==> src/rtl/prio_arbiter_n.sv <==
// Purpose: registered N-way arbiter, highest request index wins (round-robin when PRIO_ARB_RR_EN is defined).
// Latency: a request sampled at one rising edge is granted immediately after that edge; all outputs are registered.
// Backpressure: the grant stays frozen until grant_ready is seen with grant_valid; that same edge loads the next winner.
module prio_arbiter_n #(
  parameter int N = 8,
  parameter int W = $clog2(N)
) (
  input  logic         clk,
  input  logic         rst,
  input  logic [N-1:0] req,
  input  logic         grant_ready,
  output logic         grant_valid,
  output logic [W-1:0] grant_idx,
  output logic [N-1:0] grant_onehot
);

  typedef enum logic {
    IDLE  = 1'b0,
    GRANT = 1'b1
  } state_t;

  localparam logic [W-1:0] LAST_IDX = W'(N - 1);
  localparam logic [N-1:0] ONE_HOT0 = {{(N-1){1'b0}}, 1'b1};

  state_t       state_q, state_d;
  logic         vld_q, vld_d;
  logic [W-1:0] idx_q, idx_d;
  logic [N-1:0] oh_q, oh_d;

  logic         accept;
  logic [W-1:0] win_idx;
  logic         win_found;

  // A handshake only counts while a grant is actually presented.
  assign accept = (state_q == GRANT) && grant_ready;

`ifdef PRIO_ARB_RR_EN
  logic [W-1:0] ptr_q, ptr_d;

  // Pointer moves just below the accepted index; it never moves while a grant is held.
  always_comb begin
    ptr_d = ptr_q;
    if (accept) begin
      ptr_d = (idx_q == '0) ? LAST_IDX : idx_q - W'(1);
    end
  end

  // Search downward from the post-acceptance pointer so a back-to-back grant already sees the rotation.
  always_comb begin
    logic [W-1:0] cand;
    cand      = ptr_d;
    win_idx   = '0;
    win_found = 1'b0;
    for (int k = 0; k < N; k++) begin
      if (!win_found && req[cand]) begin
        win_idx   = cand;
        win_found = 1'b1;
      end
      cand = (cand == '0) ? LAST_IDX : cand - W'(1);
    end
  end

  // Pointer register; reset value makes the first search identical to fixed priority.
  always_ff @(posedge clk) begin
    if (rst) begin
      ptr_q <= LAST_IDX;
    end else begin
      ptr_q <= ptr_d;
    end
  end
`else
  // Fixed priority: scanning upward lets the highest set index overwrite lower ones.
  always_comb begin
    win_idx   = '0;
    win_found = 1'b0;
    for (int i = 0; i < N; i++) begin
      if (req[i]) begin
        win_idx   = W'(i);
        win_found = 1'b1;
      end
    end
  end
`endif

  // Next-state and next-output logic; outputs are computed here so they leave the block from flops.
  always_comb begin
    state_d = state_q;
    vld_d   = vld_q;
    idx_d   = idx_q;
    oh_d    = oh_q;
    case (state_q)
      IDLE: begin
        if (win_found) begin
          state_d = GRANT;
          vld_d   = 1'b1;
          idx_d   = win_idx;
          oh_d    = ONE_HOT0 << win_idx;
        end
      end
      GRANT: begin
        if (accept) begin
          if (win_found) begin
            state_d = GRANT;
            vld_d   = 1'b1;
            idx_d   = win_idx;
            oh_d    = ONE_HOT0 << win_idx;
          end else begin
            state_d = IDLE;
            vld_d   = 1'b0;
            idx_d   = '0;
            oh_d    = '0;
          end
        end
      end
      default: begin
        state_d = IDLE;
        vld_d   = 1'b0;
        idx_d   = '0;
        oh_d    = '0;
      end
    endcase
  end

  // FSM state and registered grant outputs; reset overrides any handshake in flight.
  always_ff @(posedge clk) begin
    if (rst) begin
      state_q <= IDLE;
      vld_q   <= 1'b0;
      idx_q   <= '0;
      oh_q    <= '0;
    end else begin
      state_q <= state_d;
      vld_q   <= vld_d;
      idx_q   <= idx_d;
      oh_q    <= oh_d;
    end
  end

  assign grant_valid  = vld_q;
  assign grant_idx    = idx_q;
  assign grant_onehot = oh_q;

endmodule

==> config.mk <==
export PLATFORM = sky130hd
export DESIGN_NAME = prio_arbiter_n
export DESIGN_NICKNAME = d
export VERILOG_FILES = /design/src/rtl/prio_arbiter_n.sv
export SDC_FILE = /design/constraint.sdc
export NUM_CORES = 1
export LEC_CHECK = 0
export CAP_MARGIN = 20
export CORE_MARGIN = 3
export CORE_UTILIZATION = 41
export DETAILED_ROUTE_END_ITERATION = 10
export MAX_ROUTING_LAYER = met4
export PLACE_DENSITY = 0.75
export SLEW_MARGIN = 20
export SYNTH_ARGS = -nofsm -noshare
export SYNTH_HDL_FRONTEND = slang
export SYNTH_SLANG_ARGS = --single-unit
==> constraint.sdc <==
create_clock -name clk -period 1.73 [get_ports clk]
set_input_delay 0.346 -clock clk [delete_from_list [all_inputs] [get_ports clk]]
set_output_delay 0.346 -clock clk [all_outputs]
set_load 0.005 [all_outputs]
======== Word level (Yosys, flattened, before mapping) ========
Cells that the tools add are included.
word-level totals
  bits of input ports ..................... 11
  logic and storage cells ................. 39
  register bits after elaboration ......... 13
  output and inout bits ................... 12
cells by class
  reduce and logical (&&, ||, !) cells .... 2
  bitwise logic cells ..................... 1
  shift operators ......................... 1
  equality and inequality tests ........... 2
  muxes and demuxes ....................... 29
operators by type and width
  cell                                             number
  two-way mux 3 bit                                9
  two-way mux 8 bit                                3
  case mux 8 bit (2 select lines)                  1
  two-way mux 1 bit                                13
  left shift 1 x 3 -> 8 bit, first input constant  1
  case mux 3 bit (2 select lines)                  1
  case mux 1 bit (2 select lines)                  2
  != test 2 x 1 -> 1 bit, second input constant    1
  != test 2 bit, second input constant             1
  AND reduction 2 bit                              1
  logical AND 1 bit                                1
  inverter 1 bit                                   1

======== Longest topological paths before layout ========
Gate-level depths: netlist of run 1.
  depth in word-level cells ............... 11
  mapped depth ............................ 5
  gate-level depth less buffers ........... 4

======== Worst setup path before layout of run 1 ========
No wires, ideal clock.
  kind .................................... in2reg
  start ................................... in req[4]
  end ..................................... reg oh_q[3] (netlist: grant_onehot[3])
  stages .................................. 4
  arrival time ............................ 1553 ps
  path buffers ............................ 0
  setup time .............................. 59 ps
  slack ................................... 119 ps
  required time ........................... 1671 ps
  path through ............................ or4_4 -> o31ai_4 -> and2_4 -> a22o_1
between the ends
  word-level cells in the longest chain between the ends .. 8
  elaborated cells between the ends (all ways) .. 15
  those cells by class .................... eq/ne: 1; shift: 1; mux: 12; reduce/logical: 1
ends and longest elaborated chain
  element                          line     source
  start: declaration               10       input logic [N-1:0] req,
  two-way mux 3 bit (4 in a row)   77       if (req[i]) begin
  left shift 1 x 3 -> 8 bit        97, 106
  two-way mux 8 bit                102      if (win_found) begin
  two-way mux 8 bit                101      if (accept) begin
  case mux 8 bit (2 select lines)  91       case (state_q)
  end signal: assignment           135      oh_q <= oh_d;
  end: declaration                 28       logic [N-1:0] oh_q, oh_d;
Parallel ways exist; a longest one is shown, timed or not. The select of a mux whose other input is x is not followed.
A chain may end at the register's enable or synchronous reset.

======== Worst setup path after layout of run 1 ========
  start ................................... in req[0]
  end ..................................... reg idx_q[1] (netlist: grant_idx[1])
between the ends
  word-level cells in the longest chain between the ends .. 11
  elaborated cells between the ends (all ways) .. 13
  those cells by class .................... eq/ne: 1; mux: 11; reduce/logical: 1
ends and longest elaborated chain
  element                           line  source
  two-way mux 1 bit * (8 in a row)  77
  two-way mux 3 bit                 102
  two-way mux 3 bit                 101
  case mux 3 bit (2 select lines)   91
  end signal: assignment            134   idx_q <= idx_d;
  end: declaration                  27    logic [W-1:0] idx_q, idx_d;
Mark *: on every way between the ends. The rest lies on a longest branch, timed or not. The select of a mux whose other input is x is not followed.

==> summary.md, run 1 <==
| Metric | Value |
|---|---|
| Status | completed |
| Final Max Tran Viols | 0 |
| GR Util All Layers | 0.186 |
| DRC | 0 |
| Dpl ws | -0.357 ns |
| Row count | 13 |
| RSZ-0062 raised after global routing | no |
| Most common cell in the synthesized netlist | dfxtp_1 |
| CTS Sinks | 13 |
| Layout cells sized above 1 | 0.302 |
| Synth area leader | dfxtp_1 |
| Fin Setup TNS | 0 ns |
| IO Count | 23 |
| FF+latch count, synth | 13 |
| Post-synth top area share | 0.421 |
| Required @ worst endpoint | 1.95 ns |
| Async SR Flop Fraction | 0 |
| Wire per inst | 14.8 um |
| Post-synth EDFFs | 0 |
| Crit Path Class | in2reg |
| Final Net Count | 118 |
| Gate Count Post-Synth | 64 |
| Most used flip-flop cell after synthesis | dfxtp_1 |
| Final worst slack | 0.0802 ns |
| CP max FO | 4 |
| Initial antenna violation count | 0 |
| Die height | 44.8 um |
| Synth unique cells | 32 |
| CP delay by family, top | buffers and inverters |
| Via count | 677 |
| Worst setup EP type | register |
| Post-route ant nets | 0 |
| Leak | 0.436 nW |
| Pwr Density | 627 nW/um^2 |
| DIE AREA | 2010 um^2 |
| CTS tree | built |
| Number of global-route vias before repair | 615 |
| Drt total wl | 1790 um |
| Global-route wire length before repair | 2630 um |
| Gr ovfl total | 0 |
| Inserted Diodes | 0 |
| Worst hold path type | reg2reg |
| Synthesized area per cell | 9.66 um^2 |
| Post-Syn Area | 618 um^2 |
| CP Buf/Inv Count | 2 |
| Die width | 44.8 um |
| TritonCTS buffer count | 3 |
| Setup crit start kind | input pin |
| Critical path arrival | 1.87 ns |
| Vias per inst | 5.60 |
| Routability congestion estimate | 0.806 |
| Worst clock skew | 0.00305 ns |
| Final HPWL DP | 1230 um |
| Worst-path cell chain | clkdlybuf4s50_1, or4_4, o31ai_4, buf_4, a22oi_1, nor2_1 |
| H-tree levels | 1 |
| Clk_lat worst skew | 0.27 ns |
| Least-Margin Pin Slew | 0.451 ns |
| Largest net degree at the start of global routing | 8 |
| Crit path largest cell delay | 0.45 ns |
| Max cap viols | 0 |
| Drt pass-1 iters | 4 |
| Final Cycle Share | 0.954 |
| Max_slew headroom | 0.697 |
| CTS Buffer Depth | 2 |
| CTS clk-pin slew, worst paths | 0.08 ns |
| VDD IR-drop max | 397 uV |
| Final setup viols | 0 |
| CTS root buf | clkbuf_4 |
| Synth-to-Final Area Change | 68.4% |
| Post-route minimum period | 1.65 ns |
| Post-synthesis sequential area ratio | 0.421 |
| Initial Util | 0.458 |
| Warnings from Yosys | 0 |
| Commonest cells in the netlist | 13 x dfxtp_1, 7 x nor2_1, 5 x a21oi_1, 5 x nand2_1, 4 x inv_1 |
| Slowest stage cell, crit path | or4_4 |
| Final hold viol count | 0 |
| Achievable frequency | 606 MHz |
| Synthesized Nets | 75 |
| DR iter-0 viols | 27 |
| Port Buffer Count | 22 |
| Ranking of synthesized cells by area | dfxtp_1 42%, nor2_1 4.3%, a21oi_1 4.0% |
| CORE AREA | 1350 um^2 |
## report_power, final
group / switching, mW / internal (mW)
combinational: 0.0604 / 0.0837
clock: 0.100 / 0.0893
sequential: 0.00750 / 0.312
total: 0.168 / 0.485
## worst paths after layout
path | from | to | slack (ns) | cells after the start
max | req[0] | grant_idx[1] | 0.08 | 6
min | grant_onehot[3] | grant_onehot[3] | 0.48 | 1
max reg2reg | state_q | grant_onehot[0] | 0.32 | 4
min reg2reg | grant_onehot[3] | grant_onehot[3] | 0.48 | 1
## final cells by class
class                           count  area (um^2)
Sequential cell                    13          260
Tap cell                           15         18.8
Fill cell                          83          309
Inverter                            4         15.0
Clock buffer                        4         26.3
Multi-Input combinational cell     45          352
Timing Repair Buffer               40          369
## kinds of logic after synthesis
logic type | share of synthesized area
and+or+nand+nor | 0.225
AOI/OAI and AO/OA | 0.298
DFF | 0.421
buffers and inverters | 0.0567
## state kept, by name, indices dropped and copies added (netlist names)
name          count
grant_idx         3
grant_onehot      8
grant_valid       1
state_q           1
## metal layers
layer	up-vias	global-route usage	part of all wire	routed length (um)
li1	327	-	-	-
met1	319	0.228	0.41	736
met2	29	0.292	0.51	909
met3	2	0.0359	0.070	126
met4	0	0.0877	0.0095	17
met5	-	-	0	0
## through the flow
stage / util / instances / total power, mW / hold slack [ns] / cell area, um^2
after CTS: 0.754 / 121 / 0.652 / 0.465 / 1020
final: 0.771 / 121 / 0.653 / 0.483 / 1040
after floorplan: - / 64 / 0.373 / 0.453 / 618
after global placement: 0.715 / 116 / 0.461 / 0.446 / 965
after detailed placement: 0.715 / 116 / 0.462 / 0.452 / 965
after global routing: 0.771 / 121 / 0.681 / 0.514 / 1040
## repair_timing
action,in CTS,in global routing
setup endpoints to repair,10,10
resized for setup,12,6
pin swaps,4,3
hold buffers,0,0
setup buffers,1,0
## cell usage in the layout, fill, tap and decap left out, types with 2 or more instances in the layout
cell type / n
a21oi_1: 2
a21oi_2: 3
a22oi_1: 2
a32oi_1: 2
buf_4: 13
buf_6: 5
clkbuf_4: 3
clkdlybuf4s50_1: 15
dfxtp_1: 13
dlygate4sd2_1: 6
inv_1: 4
nand2_1: 5
nand2b_1: 2
nor2_1: 7
or4_4: 2
No activity file was read; power rests on OpenSTA's default activity.
==> inputs of run 2 (changes only) <==
--- a/config.mk
+++ b/config.mk
@@ -11,7 +11,7 @@
 export DETAILED_ROUTE_END_ITERATION = 10
 export MAX_ROUTING_LAYER = met4
 export PLACE_DENSITY = 0.75
-export SLEW_MARGIN = 20
+export SLEW_MARGIN = 10
 export SYNTH_ARGS = -nofsm -noshare
 export SYNTH_HDL_FRONTEND = slang
 export SYNTH_SLANG_ARGS = --single-unit
==> results of run 2 <==
Final layout, timing and power as in run 1 (identical DEF).
==> variant (flow settings as in run 1) <==
Add a define of `PRIO_ARB_RR_EN`.
--- a/src/rtl/prio_arbiter_n.sv
+++ b/src/rtl/prio_arbiter_n.sv
@@ -2,4 +2,6 @@
 // Latency: a request sampled at one rising edge is granted immediately after that edge; all outputs are registered.
 // Backpressure: the grant stays frozen until grant_ready is seen with grant_valid; that same edge loads the next winner.
+`define PRIO_ARB_RR_EN
+
 module prio_arbiter_n #(
   parameter int N = 8,
Function: changed (Yosys sat finds a counterexample within 4 cycles, from zero or initial values and one cycle with rst high).
==> variant against run 1 <==
  * The flow now finishes with violations (negative setup slack)
  * Worst setup slack got worse by 2.8 ns
  * Sequential cell count rose by 3
  * Critical path depth rose by 16
  * Clock skew fell by 0.00072 ns
  * Cell area rose to 3.6 times the old value
  * First-iteration DRC count rose to 13 times the old value
  * Synthesized area rose to 3.4 times the old value
  * Routed wire length rose to 5.4 times the old value
Power is left out: it rests on default switching activity, and per cell area and clock period it moved more than threefold.
==> variant: results (changes against run 1) <==
[outcome] status complete, but fails checks
[outcome] violated checks negative setup slack
[min_path] hold-critical path depth 2 [+1]
[clock_network] Clock Latency Late Sink 0.26 ns
[placed_design] dpl ws -2.860 ns [-2.502 ns]
[routing] first-iteration detailed-routing DRC count 359 [+1200%]
[placed_design] number of buffers inserted by port buffering 22 [unchanged]
[routing] number of search-and-repair iterations in the first detailed-routing pass 5 [+1]
[grt] largest net degree at the start of global routing 16 [+8]
[sta] remaining max-slew budget at the tightest pin 0.6380 [-0.05877]
[synthesis] asr flop ratio synth 0 [unchanged]
[synthesis] count of distinct cell types in the synthesized netlist 58 [+81%]
[layout] fraction of final layout cells sized beyond drive strength 1 0.5532 [+0.2514]
[clock_network] buffer cell driving the clock tree root clkbuf_8
[critical_path] worst-path fanout max 5 [+1]
[placed_design] final RePlAce weighted congestion 0.9066 [+12%]
[grt] global-route wire length before repair 14.11 mm [+440%]
[critical_path] Worst R2R Path Depth 22 [+18]
[synthesis] Post-Synthesis Net Count 282 [+280%]
[layout] net count reported at finish 407 [+240%]
[routing] wire length reported by the detailed router 9.702 mm [+440%]
[synthesis] Primary FF master, synth dfxtp_1
[clock_network] H-Tree Depth 1 [unchanged]
[synthesis] proportion of synthesized chip area in sequential cells 0.1536 [-0.2675]
[sta] post-layout worst setup margin -2.749 ns [-2.829 ns]
[routing] via count 2877 [+320%]
[synthesis] top cells by count, synth 19 x mux2i_1, 17 x nand2_1, 16 x dfxtp_1, 16 x nor2_1
[clock_network] number of buffers inserted during clock tree synthesis 3 [unchanged]
[sta] Worst Skew 0.002331 ns [-0.0007220 ns]
[layout] max FFs per register 8 [unchanged]
[synthesis] top post-synthesis cells by area dfxtp_1 15%, mux2i_1 9.1%, ha_1 6.0%
[grt] combined global-route utilization of all metal layers 0.2990 [+0.1132]
[placed_design] HPWL after detailed placement 5.688 mm [+360%]
[synthesis] number of warnings issued by yosys 0 [unchanged]
[sta] final setup fails 13 [+13]
[min_path] worst hold-check path type reg -> reg
[sta] Fin Hold WS 0.4862 ns [+0.002928 ns]
[clock_network] clock-pin slew on the worst setup and hold paths 0.07 ns
[variant: cell types whose count changed in the layout (fill, tap and decap cells not counted), moves of 7 or more]
cell             run 1  this run
mux2_2               0         7
buf_4               13       101
inv_1                4        11
o21ai_0              1         9
o32ai_2              0         7
mux2i_1              0        13
nand2_1              5        15
nand2b_1             2         9
[variant: cell families after synthesis]
group | synth area share
compound gates | 0.2939
fa+ha+maj | 0.05999
buf+inv | 0.05998
flops | 0.1536
mux | 0.1992
simple gates | 0.2334
[variant: metal layers]
metal / share of wire / GRT usage
met1: 0.37 / 0.3412
met2: 0.49 / 0.5397
met3: 0.085 / 0.02113
met4: 0.054 / 0.1192
met5: 0 / -
[variant: final timing paths]
path	start	endpoint
max	grant_idx[0]	grant_idx[1]
max reg2reg	grant_idx[0]	grant_idx[1]
min reg2reg	grant_onehot[6]	grant_onehot[6]
min	grant_onehot[6]	grant_onehot[6]
[variant: layout make-up]
class,count,area [µm²]
timing repair buffer,134,1119
fill,294,1052
tap,67,83.83
multi-input combinational,216,2123
inverter,15,61.31
clock buffer,4,55.05
sequential,16,322.8
[variant: per-stage QoR]
step	cells	TNS, ns	area, µm²
after floorplan	261	-30.46	2261
after global placement	427	-34.81	3173
after detailed placement	427	-35.70	3173
after CTS	448	-31.04	3577
after global routing	452	-36.96	3765
final	452	-35.04	3765
[variant: worst max-delay path: stages (launching register included)]
cell	delay [ns]
dfxtp_2	0.34
inv_2	0.05
ha_4	0.15
ha_4	0.15
nand4b_1	0.23
o21ai_4	0.14
buf_12	0.15
ha_1	0.24
or3_4	0.18
nor2_4	0.03
buf_4	0.12
buf_4	0.13
a2111oi_0	0.51
o311ai_1	0.22
a31oi_2	0.29
mux2i_1	0.39
o21ai_1	0.14
buf_4	0.19
buf_6	0.12
a41o_4	0.29
buf_6	0.13
nand2_1	0.08
a21oi_1	0.08
[variant: timing repair]
action | in CTS | in global routing
buffers inserted | 18 | 4
gates resized for setup | 50 | 32
pin swaps | 25 | 12
setup endpoints to repair | 13 | 13
